File: src/rtl/starfield_ramp_if.sv
`default_nettype none
// ============================================================================
// Module   : starfield_ramp_if
// Brief    : CPU register window, vblank input and starfield write port of
//            the speed/enable sequencer, bundled for one connection point.
// Revision : 1.0  initial release
// ============================================================================
interface starfield_ramp_if;
    logic       vblank;
    logic [1:0] cpu_addr;
    logic [7:0] cpu_data_in;
    logic       cpu_write;
    logic       busy;
    logic       sf_addr;
    logic [7:0] sf_data;
    logic       sf_write;

    // The sequencer is the initiator of the starfield write port.
    modport master (
        input  vblank, cpu_addr, cpu_data_in, cpu_write,
        output busy, sf_addr, sf_data, sf_write
    );

    modport slave (
        output vblank, cpu_addr, cpu_data_in, cpu_write,
        input  busy, sf_addr, sf_data, sf_write
    );
endinterface
`default_nettype wire

File: src/rtl/starfield_ramp.sv
`default_nettype none
// ============================================================================
// Module   : starfield_ramp
// Brief    : Steps the starfield speed toward a CPU-set target once per vblank
//            and forwards enable/speed updates as single-cycle writes.
//            Optional: STARFIELD_RAMP_FRAMEDIV_EN adds a frame divider at addr 3.
// Revision : 1.0  initial release
// ============================================================================
module starfield_ramp #(
    parameter logic [7:0] INIT_SPEED = 8'd0,
    parameter logic [7:0] INIT_STEP  = 8'd1
) (
    input wire               clk,
    input wire               rst,
    starfield_ramp_if.master bus
);
    localparam logic [1:0] c_ADDR_TARGET = 2'd0;
    localparam logic [1:0] c_ADDR_STEP   = 2'd1;
    localparam logic [1:0] c_ADDR_CTRL   = 2'd2;
    localparam logic [1:0] c_ADDR_DIV    = 2'd3;

    logic [7:0] r_target;
    logic [7:0] r_step;
    logic [7:0] r_live;
    logic       r_en;
    logic       r_pend_en;
    logic       r_pend_spd;
    logic       r_vblank_q;

    logic       w_vb_edge;
    logic       w_div_hit;
    logic       w_do_step;
    logic       w_cpu_ctrl;
    logic       w_snap;
    logic       w_srv_en;
    logic       w_srv_spd;
    logic [8:0] w_sum;
    logic [8:0] w_floor;
    logic [7:0] w_next_live;

    assign w_vb_edge  = bus.vblank & ~r_vblank_q;
    assign w_cpu_ctrl = bus.cpu_write & (bus.cpu_addr == c_ADDR_CTRL);
    assign w_snap     = w_cpu_ctrl & bus.cpu_data_in[1];

`ifdef STARFIELD_RAMP_FRAMEDIV_EN
    logic [7:0] r_div;
    logic [7:0] r_frame_cnt;

    assign w_div_hit = (r_frame_cnt == r_div);

    always_ff @(posedge clk) begin
        if (rst) begin
            r_div       <= 8'd0;
            r_frame_cnt <= 8'd0;
        end else if (bus.cpu_write && bus.cpu_addr == c_ADDR_DIV) begin
            r_div       <= bus.cpu_data_in;
            r_frame_cnt <= 8'd0;
        end else if (w_vb_edge) begin
            r_frame_cnt <= w_div_hit ? 8'd0 : r_frame_cnt + 8'd1;
        end
    end
`else
    assign w_div_hit = 1'b1;
`endif

    assign w_do_step = w_vb_edge & w_div_hit & (r_step != 8'd0) & (r_live != r_target);

    // Down-ramp clamp compares live against target+step so no underflow occurs.
    assign w_sum   = {1'b0, r_live} + {1'b0, r_step};
    assign w_floor = {1'b0, r_target} + {1'b0, r_step};

    always_comb begin
        w_next_live = r_live;
        if (r_live < r_target) begin
            w_next_live = (w_sum >= {1'b0, r_target}) ? r_target : w_sum[7:0];
        end else begin
            w_next_live = ({1'b0, r_live} <= w_floor) ? r_target : r_live - r_step;
        end
    end

    assign w_srv_en  = r_pend_en;
    assign w_srv_spd = ~r_pend_en & r_pend_spd;

    always_ff @(posedge clk) begin
        if (rst) begin
            r_target   <= INIT_SPEED;
            r_live     <= INIT_SPEED;
            r_step     <= INIT_STEP;
            r_en       <= 1'b0;
            r_vblank_q <= 1'b0;
            r_pend_en  <= 1'b1;
            r_pend_spd <= 1'b1;
        end else begin
            r_vblank_q <= bus.vblank;
            if (bus.cpu_write) begin
                case (bus.cpu_addr)
                    c_ADDR_TARGET: r_target <= bus.cpu_data_in;
                    c_ADDR_STEP:   r_step   <= bus.cpu_data_in;
                    c_ADDR_CTRL:   r_en     <= bus.cpu_data_in[0];
                    default:       ;
                endcase
            end
            // Edge math uses pre-write registers; a snap overrides the step.
            if (w_snap) begin
                r_live <= r_target;
            end else if (w_do_step) begin
                r_live <= w_next_live;
            end
            r_pend_en  <= w_cpu_ctrl | (r_pend_en & ~w_srv_en);
            r_pend_spd <= w_snap | w_do_step | (r_pend_spd & ~w_srv_spd);
        end
    end

    // Writes are driven straight from the pending flags so each carries the newest value.
    always_comb begin
        bus.sf_write = 1'b0;
        bus.sf_addr  = 1'b0;
        bus.sf_data  = 8'd0;
        if (!rst) begin
            if (w_srv_en) begin
                bus.sf_write = 1'b1;
                bus.sf_addr  = 1'b1;
                bus.sf_data  = {7'd0, r_en};
            end else if (w_srv_spd) begin
                bus.sf_write = 1'b1;
                bus.sf_addr  = 1'b0;
                bus.sf_data  = r_live;
            end
        end
    end

    assign bus.busy = (r_live != r_target);
endmodule
`default_nettype wire

File: src/flat_wrapper.sv
// flat-port wrapper written by rule: the top's interface ports become plain ports
module starfield_ramp_flat 
#(
    parameter logic [7:0] INIT_SPEED = 8'd0,
    parameter logic [7:0] INIT_STEP  = 8'd1
)
  (clk, rst, bus_vblank, bus_cpu_addr, bus_cpu_data_in, bus_cpu_write, bus_busy, bus_sf_addr, bus_sf_data, bus_sf_write);
  starfield_ramp_if bus_i ();
  input wire clk;
  input wire rst;
  input wire logic [$bits(bus_i.vblank)-1:0] bus_vblank;
  input wire logic [$bits(bus_i.cpu_addr)-1:0] bus_cpu_addr;
  input wire logic [$bits(bus_i.cpu_data_in)-1:0] bus_cpu_data_in;
  input wire logic [$bits(bus_i.cpu_write)-1:0] bus_cpu_write;
  output wire logic [$bits(bus_i.busy)-1:0] bus_busy;
  output wire logic [$bits(bus_i.sf_addr)-1:0] bus_sf_addr;
  output wire logic [$bits(bus_i.sf_data)-1:0] bus_sf_data;
  output wire logic [$bits(bus_i.sf_write)-1:0] bus_sf_write;
  assign bus_i.vblank = bus_vblank;
  assign bus_i.cpu_addr = bus_cpu_addr;
  assign bus_i.cpu_data_in = bus_cpu_data_in;
  assign bus_i.cpu_write = bus_cpu_write;
  assign bus_busy = bus_i.busy;
  assign bus_sf_addr = bus_i.sf_addr;
  assign bus_sf_data = bus_i.sf_data;
  assign bus_sf_write = bus_i.sf_write;
  starfield_ramp #(.INIT_SPEED(INIT_SPEED), .INIT_STEP(INIT_STEP)) u_core (.clk(clk), .rst(rst), .bus(bus_i));
endmodule
File: config.mk
export PLATFORM = sky130hd
export DESIGN_NAME = starfield_ramp_flat
export DESIGN_NICKNAME = d
export VERILOG_FILES = /design/src/rtl/starfield_ramp_if.sv /design/src/rtl/starfield_ramp.sv /design/src/flat_wrapper.sv
export SDC_FILE = /design/constraint.sdc
export NUM_CORES = 1
export LEC_CHECK = 0
export CORE_MARGIN = 4
export CORE_UTILIZATION = 53
export DETAILED_ROUTE_END_ITERATION = 8
export GPL_ROUTABILITY_DRIVEN = 0
export PLACE_DENSITY = 0.77
export RECOVER_POWER = 25
export SETUP_SLACK_MARGIN = 0.4
export SLEW_MARGIN = 20
export SYNTH_ARGS = -nofsm -noshare
export SYNTH_HDL_FRONTEND = slang
export SYNTH_SLANG_ARGS = --single-unit
File: constraint.sdc
create_clock -name clk -period 3.5 [get_ports clk]
set_clock_uncertainty 0.1 [all_clocks]
set_input_delay 0.525 -clock clk [delete_from_list [all_inputs] [get_ports clk]]
set_output_delay 0.525 -clock clk [all_outputs]
set_load 0.01 [all_outputs]
==> results of run 1 <==
-- layout by cell type (no fill, tap or decap), types with 8 or more instances in the layout --
cell / Yosys / layout
a21oi_1: 23 / 18
buf_4: 1 / 38
o21ai_0: 12 / 11
nand2_1: 11 / 11
clkdlybuf4s50_1: 0 / 24
nor2_1: 51 / 49
mux2i_1: 13 / 12
dfxtp_1: 28 / 24
ha_1: 47 / 44
nor2b_1: 8 / 8
inv_1: 24 / 24
xnor2_1: 12 / 12
-- worst register-to-register path, delay by kind of cell (launching register included) --
kind                       cells  cell delay [ns]
adders and majority gates      3             0.77
muxes                          1             0.31
and+or+nand+nor                2             0.15
DFF                            1             0.38
AOI/OAI and AO/OA              7             1.29
buffers and inverters          2             0.28
xor gates and xnor gates       1             0.26
-- registers in the layout, summed over array words and instances (netlist names) --
register / count
u_core.r_vblank_q: 1
u_core.r_pend_spd: 1
u_core.r_en: 1
u_core.r_live: 8
u_core.r_target: 8
u_core.r_step: 8
u_core.r_pend_en: 1
-- per-layer routing --
layer	part of all wire	track usage
met1	0.43	0.3492
met4	0.032	0.09966
met3	0.064	0.03027
met2	0.47	0.4512
met5	0	0
-- cell families (layout without fill, tap and decap cells) --
group,after synthesis,after routing
xor gates and xnor gates,17,17
buffers and inverters,33,96
AOI/OAI and AO/OA,78,78
and+or+nand+nor,114,114
muxes,17,17
adders and majority gates,50,50
DFF,28,28
-- layout make-up --
cell class / count / area, um2 / area share
timing repair buffer: 67 / 616.8 / 0.1660
clock buffer: 4 / 55.05 / 0.01482
sequential: 28 / 570.5 / 0.1536
tap: 70 / 87.58 / 0.02358
multi-input combinational: 276 / 2291 / 0.6167
inverter: 25 / 93.84 / 0.02526
-- worst paths after layout --
kind                          start  slack, ns                end  depth (start not counted)
hold / removal    u_core.r_pend_spd       0.41  u_core.r_pend_spd                          1
setup / recovery   u_core.r_step[0]      -0.16   u_core.r_live[4]                         16
hold reg to reg   u_core.r_pend_spd       0.41  u_core.r_pend_spd                          1
setup reg to reg   u_core.r_step[0]      -0.16   u_core.r_live[4]                         16
-- through the flow --
stage          cell area, um2  worst slack (ns)  total power, mW
2_1_floorplan            2855           0.08280            1.879
3_3_place_gp             3413           0.04387            2.478
3_5_place_dp             3413          -0.06925            2.528
4_1_cts                  3568          -0.07625            2.916
5_1_grt                  3715           -0.3219            3.505
6_report                 3715           -0.1605            3.314
-- power groups by stage --
| stage | clock network, mW | registers (mW) | logic (mW) |
|---|---|---|---|
| 5_1_grt | 0.218 | 0.454 | 2.83 |
| 3_5_place_dp | 0 | 0.452 | 2.08 |
| 6_report | 0.206 | 0.448 | 2.66 |
| 4_1_cts | 0.204 | 0.444 | 2.27 |
| 3_3_place_gp | 0 | 0.454 | 2.02 |
| 2_1_floorplan | 0 | 0.448 | 1.43 |
-- repair_timing --
| action | in CTS | in global routing |
|---|---|---|
| buffers inserted | 5 | 5 |
| hold buffers | 0 | 0 |
| gates cloned | 0 | 0 |
| endpoints found under the hold margin | 0 | 0 |
| pin swaps | 0 | 14 |
| setup endpoints to repair | 8 | 8 |
| gates resized for setup | 10 | 21 |
==> impl_metrics.env, run 1 <==
export IMPL_cp_cell_sequence="buf_12 > ha_4 > fa_2 > nand2b_1 > a2bb2oi_2 > a221o_1 > xnor2_2 > ha_4 > a21oi_2 > o221a_2 > o31a_1 > a21boi_4 > buf_12 > mux2_4 > o22ai_2 > nor4_2"
export IMPL_worst_path_buf_inv=2
export IMPL_synth_xor_area_share=0.05590
export IMPL_max_cap_violations=0
export IMPL_yosys_area_share_simple=0.2147
export IMPL_ant_nets=0
export IMPL_pwr_share_comb=0.803
export IMPL_synthesis_area_um2=2798
export IMPL_clkSinkCount=28
export IMPL_cts_root_buf="clkbuf_8"
export IMPL_p_clk_frac=0.062
export IMPL_postLayoutCoreUtil=0.7273
export IMPL_fin_cells=470
export IMPL_status="finished with violations"
export IMPL_grt_pass1_vias=2807
export IMPL_yosys_warnings=0
export IMPL_worstSetupPathType="reg -> reg"
export IMPL_peakVddDrop_mv=0.5555
export IMPL_dpl_cell_count=456
export IMPL_wirelength_mm=8.645
export IMPL_num_nets_final=465
export IMPL_p_seq_frac=0.135
export IMPL_ios=25
export IMPL_power_leakage_nw=1.685
export IMPL_drt_pass1_iter_count=5
export IMPL_clk_pin_slew_worst_paths_ns=0.10
export IMPL_switching_share=0.4505
export IMPL_synth_area_per_cell_um2=8.302
export IMPL_crit_arrival_ns=3.72
export IMPL_rows=26
export IMPL_areaGrowthSynthToFinish_pct=32.78
export IMPL_fillerInstances=389
export IMPL_slowest_delay_ns=0.38
export IMPL_cts_htree_levels=1
export IMPL_dpl_hpwl_mm=6.433
export IMPL_fin_crit_sh=1.046
export IMPL_ys_seq_elements=28
export IMPL_cp_required_ns=3.56
export IMPL_critical_path_max_fanout=7
export IMPL_synthAdderAreaFrac=0.2317
export IMPL_relSlewSlack=0.3515
export IMPL_die_height_um=80.66
export IMPL_start_kind="flop"
export IMPL_clk_path_buf_depth=2
export IMPL_setup_ws_ns=-0.1605
export IMPL_synth_edf_count=0
export IMPL_internal_power_mw=1.821
export IMPL_critPathCaptureType="flop"
export IMPL_syn_inst=337
export IMPL_layout_drive_gt1_share=0.2425
export IMPL_numCtsBuffers=3
export IMPL_violations="negative setup slack"
export IMPL_power_density_nw_per_um2=892.2
export IMPL_grt_overflow_total=0
export IMPL_drv_slew=0
export IMPL_cpMaxStageDelayCell="dfxtp_4"
export IMPL_p_switching_mw=1.493
export IMPL_antenna_found_initial=0
export IMPL_n_antenna_cell=0
export IMPL_netlist_top_cells_area="ha_1 21%, dfxtp_1 20%, nor2_1 6.8%, mux2i_1 4.7%, a21oi_1 4.1%"
export IMPL_io_buffers=24
export IMPL_synth_top_area_frac=0.2102
export IMPL_critPathTopFamily="compound AO/OA/AOI/OAI gates"
export IMPL_grt_start_max_net_pins=30
export IMPL_syn_nets=401
export IMPL_hold_path_class="reg -> reg"
export IMPL_drc=0
export IMPL_hold_viol=0
export IMPL_start_util=0.5478
export IMPL_ys_seq_area_frac=0.2004
export IMPL_synth_top_family_by_area="adder cells"
export IMPL_vias=2799
export IMPL_synth_largest_area_cell="ha_1"
export IMPL_max_freq_mhz=273.2
export IMPL_synth_compound_area_share=0.1887
export IMPL_setup_viol=8
export IMPL_die_w_um=80.66
export IMPL_finalSetupTns_ns=-0.8472
export IMPL_cts_tree="done"
export IMPL_core_area_um2=5107
export IMPL_yosys_top_cells_count="51 x nor2_1, 47 x ha_1, 28 x dfxtp_1"
export IMPL_wl_per_cell_um=18.39
export IMPL_grt_pass1_wl_mm=13.49
export IMPL_drt_iter0_drc=187
export IMPL_tightest_slew_ns=0.9626
export IMPL_dieArea_um2=6505
export IMPL_whs_ns=0.4088
export IMPL_vias_per_cell=5.955
export IMPL_clk_latency_ns=0.28
export IMPL_grt_usage=0.2679
export IMPL_async_flop_share=0
export IMPL_rsz0062_at_grt="true"
export IMPL_period_minus_slack_ns=3.660
export IMPL_synthDistinctLibCells=58
export IMPL_muxShareOfSynthArea=0.06261
export IMPL_synth_flop_cell="dfxtp_1"
export IMPL_yosysMostFrequentCell="nor2_1"
Power figures use the tool's default switching activity.
==> run 2: changes to the inputs <==
--- a/config.mk
+++ b/config.mk
@@ -5,14 +5,13 @@
 export SDC_FILE = /design/constraint.sdc
 export NUM_CORES = 1
 export LEC_CHECK = 0
-export CORE_MARGIN = 4
+export CORE_MARGIN = 5
 export CORE_UTILIZATION = 53
 export DETAILED_ROUTE_END_ITERATION = 8
 export GPL_ROUTABILITY_DRIVEN = 0
 export PLACE_DENSITY = 0.77
 export RECOVER_POWER = 25
 export SETUP_SLACK_MARGIN = 0.4
-export SLEW_MARGIN = 20
 export SYNTH_ARGS = -nofsm -noshare
 export SYNTH_HDL_FRONTEND = slang
 export SYNTH_SLANG_ARGS = --single-unit
==> run 2 against run 1 <==
Compared with the run above: the run still ends with negative setup slack left; fmax decreased by 0.36%; cell count decreased by 1.7%; clock power increased by 3%; global-route usage decreased by 2.5 points; combinational power decreased by 7.5%; via count decreased by 2.3%; die area increased by 5.0%; cell area decreased by 3.4%; sequential cell count unchanged; count of clock-buffer cells in the layout unchanged; critical endpoint is now u_core.r_live[2]; largest cell class unchanged; largest power group unchanged; highest routed layer unchanged.
==> impl_metrics.env, run 2 (synthesized netlist as in run 1, its figures left out) <==
export IMPL_grt_pass1_vias=2622
export IMPL_period_minus_slack_ns=3.674
export IMPL_vias_per_cell=5.922
export IMPL_relSlewSlack=0.4633
export IMPL_max_cap_violations=0
export IMPL_status="finished with violations"
export IMPL_antenna_found_initial=0
export IMPL_dpl_hpwl_mm=6.096
export IMPL_clk_path_buf_depth=2
export IMPL_start_kind="flop"
export IMPL_drt_pass1_iter_count=5
export IMPL_clk_latency_ns=0.29
export IMPL_cp_required_ns=3.57
export IMPL_largest_registers="u_core.r_live: 8 flops, u_core.r_step: 8 flops, u_core.r_target: 8 flops"
export IMPL_slowest_delay_ns=0.39
export IMPL_grt_usage=0.2433
export IMPL_critPathCaptureType="flop"
export IMPL_hold_path_class="reg -> reg"
export IMPL_areaGrowthSynthToFinish_pct=28.22
export IMPL_setup_ws_ns=-0.1739
export IMPL_ios=25
export IMPL_power_leakage_nw=1.649
export IMPL_tightest_slew_ns=0.7966
export IMPL_cts_tree="done"
export IMPL_mostFrequentLayoutCells="51 x nor2_1, 43 x ha_1, 30 x buf_4"
export IMPL_drv_slew=0
export IMPL_core_area_um2=5107
export IMPL_drc=0
export IMPL_cts_htree_levels=1
export IMPL_n_antenna_cell=0
export IMPL_die_w_um=82.66
export IMPL_worst_path_buf_inv=0
export IMPL_dieArea_um2=6832
export IMPL_critPathTopFamily="compound AO/OA/AOI/OAI gates"
export IMPL_final_common_cell="nor2_1"
export IMPL_clkSinkCount=28
export IMPL_wl_per_cell_um=17.71
export IMPL_clk_pin_slew_worst_paths_ns=0.10
export IMPL_power_density_nw_per_um2=877.3
export IMPL_wirelength_mm=8.182
export IMPL_setup_viol=8
export IMPL_rows=26
export IMPL_cts_root_buf="clkbuf_8"
export IMPL_worstSetupPathType="reg -> reg"
export IMPL_cpMostUsedCell="ha_4"
export IMPL_whs_ns=0.4142
export IMPL_drt_iter0_drc=237
export IMPL_violations="negative setup slack"
export IMPL_grt_pass1_wl_mm=12.65
export IMPL_rsz0062_at_grt="true"
export IMPL_grt_start_max_net_pins=31
export IMPL_peakVddDrop_mv=0.4967
export IMPL_hold_viol=0
export IMPL_cpMaxStageDelayCell="a221o_1"
export IMPL_vias=2736
export IMPL_max_freq_mhz=272.2
export IMPL_critical_path_max_fanout=6
export IMPL_num_nets_final=457
export IMPL_layout_drive_gt1_share=0.2092
export IMPL_die_height_um=82.66
export IMPL_crit_arrival_ns=3.74
export IMPL_fin_crit_sh=1.050
export IMPL_power_mw=3.147
export IMPL_numCtsBuffers=3
export IMPL_grt_overflow_total=0
export IMPL_cp_cell_sequence="ha_4 > fa_2 > nand2b_1 > a2bb2oi_2 > a221o_1 > xnor2_2 > ha_4 > a21oi_2 > o221a_2 > o31a_1 > a21boi_4 > mux2_4 > o22ai_1 > nor4_2"
export IMPL_start_util=0.5478
export IMPL_ant_nets=0
export IMPL_io_buffers=24
-- run 2: cell type report --
| cell class | count | area [um2] |
|---|---|---|
| Clock buffer | 4 | 55.05 |
| Tap cell | 70 | 87.58 |
| Multi-Input combinational cell | 276 | 2246 |
| Sequential cell | 28 | 576.8 |
| Fill cell | 399 | 1520 |
| Inverter | 25 | 93.84 |
| Timing Repair Buffer | 59 | 528.0 |
-- run 2: what timing repair did --
| item | 4_1_cts | 5_1_grt |
|---|---|---|
| hold buffers | 0 | 0 |
| gates resized for setup | 13 | 16 |
| buffers inserted | 2 | 9 |
| pin swaps | 1 | 11 |
| endpoints found under the setup margin | 8 | 8 |
-- run 2: report_power, final --
part / internal, mW / leakage, nW / total (mW) / switching (mW)
Clock: 0.101 / 0.0288 / 0.212 / 0.111
Sequential: 0.377 / 0.233 / 0.474 / 0.0969
Combinational: 1.26 / 1.39 / 2.46 / 1.20
-- run 2: worst paths after layout --
kind | startpoint | endpoint | slack, ns | cells past startpoint
hold / removal | u_core.r_pend_spd | u_core.r_pend_spd | 0.41 | 1
hold reg to reg | u_core.r_pend_spd | u_core.r_pend_spd | 0.41 | 1
setup / recovery | u_core.r_step[0] | u_core.r_live[2] | -0.17 | 14
setup reg to reg | u_core.r_step[0] | u_core.r_live[2] | -0.17 | 14
-- run 2: per-stage QoR --
stage	cell area [um2]	cells	setup WS, ns	setup TNS [ns]	utilization
final	3587	462	-0.1739	-0.8624	0.7024
after global routing	3587	462	-0.2592	-1.717	0.7024
after CTS	3468	453	-0.08716	-0.1460	0.6791
after detailed placement	3346	447	-0.06840	-0.3125	0.6551
after global placement	3346	447	-0.02028	-0.05234	0.6551
after floorplan	2855	337	0.08280	0	-
-- run 2: per-layer routing --
layer / vias to the layer above / wire length [um] / global-route usage
li1: 1313 / - / -
met5: - / 0 / 0
met3: 18 / 676 / 0.03471
met4: 0 / 160 / 0.05392
met2: 131 / 3829 / 0.4127
met1: 1274 / 3515 / 0.3261
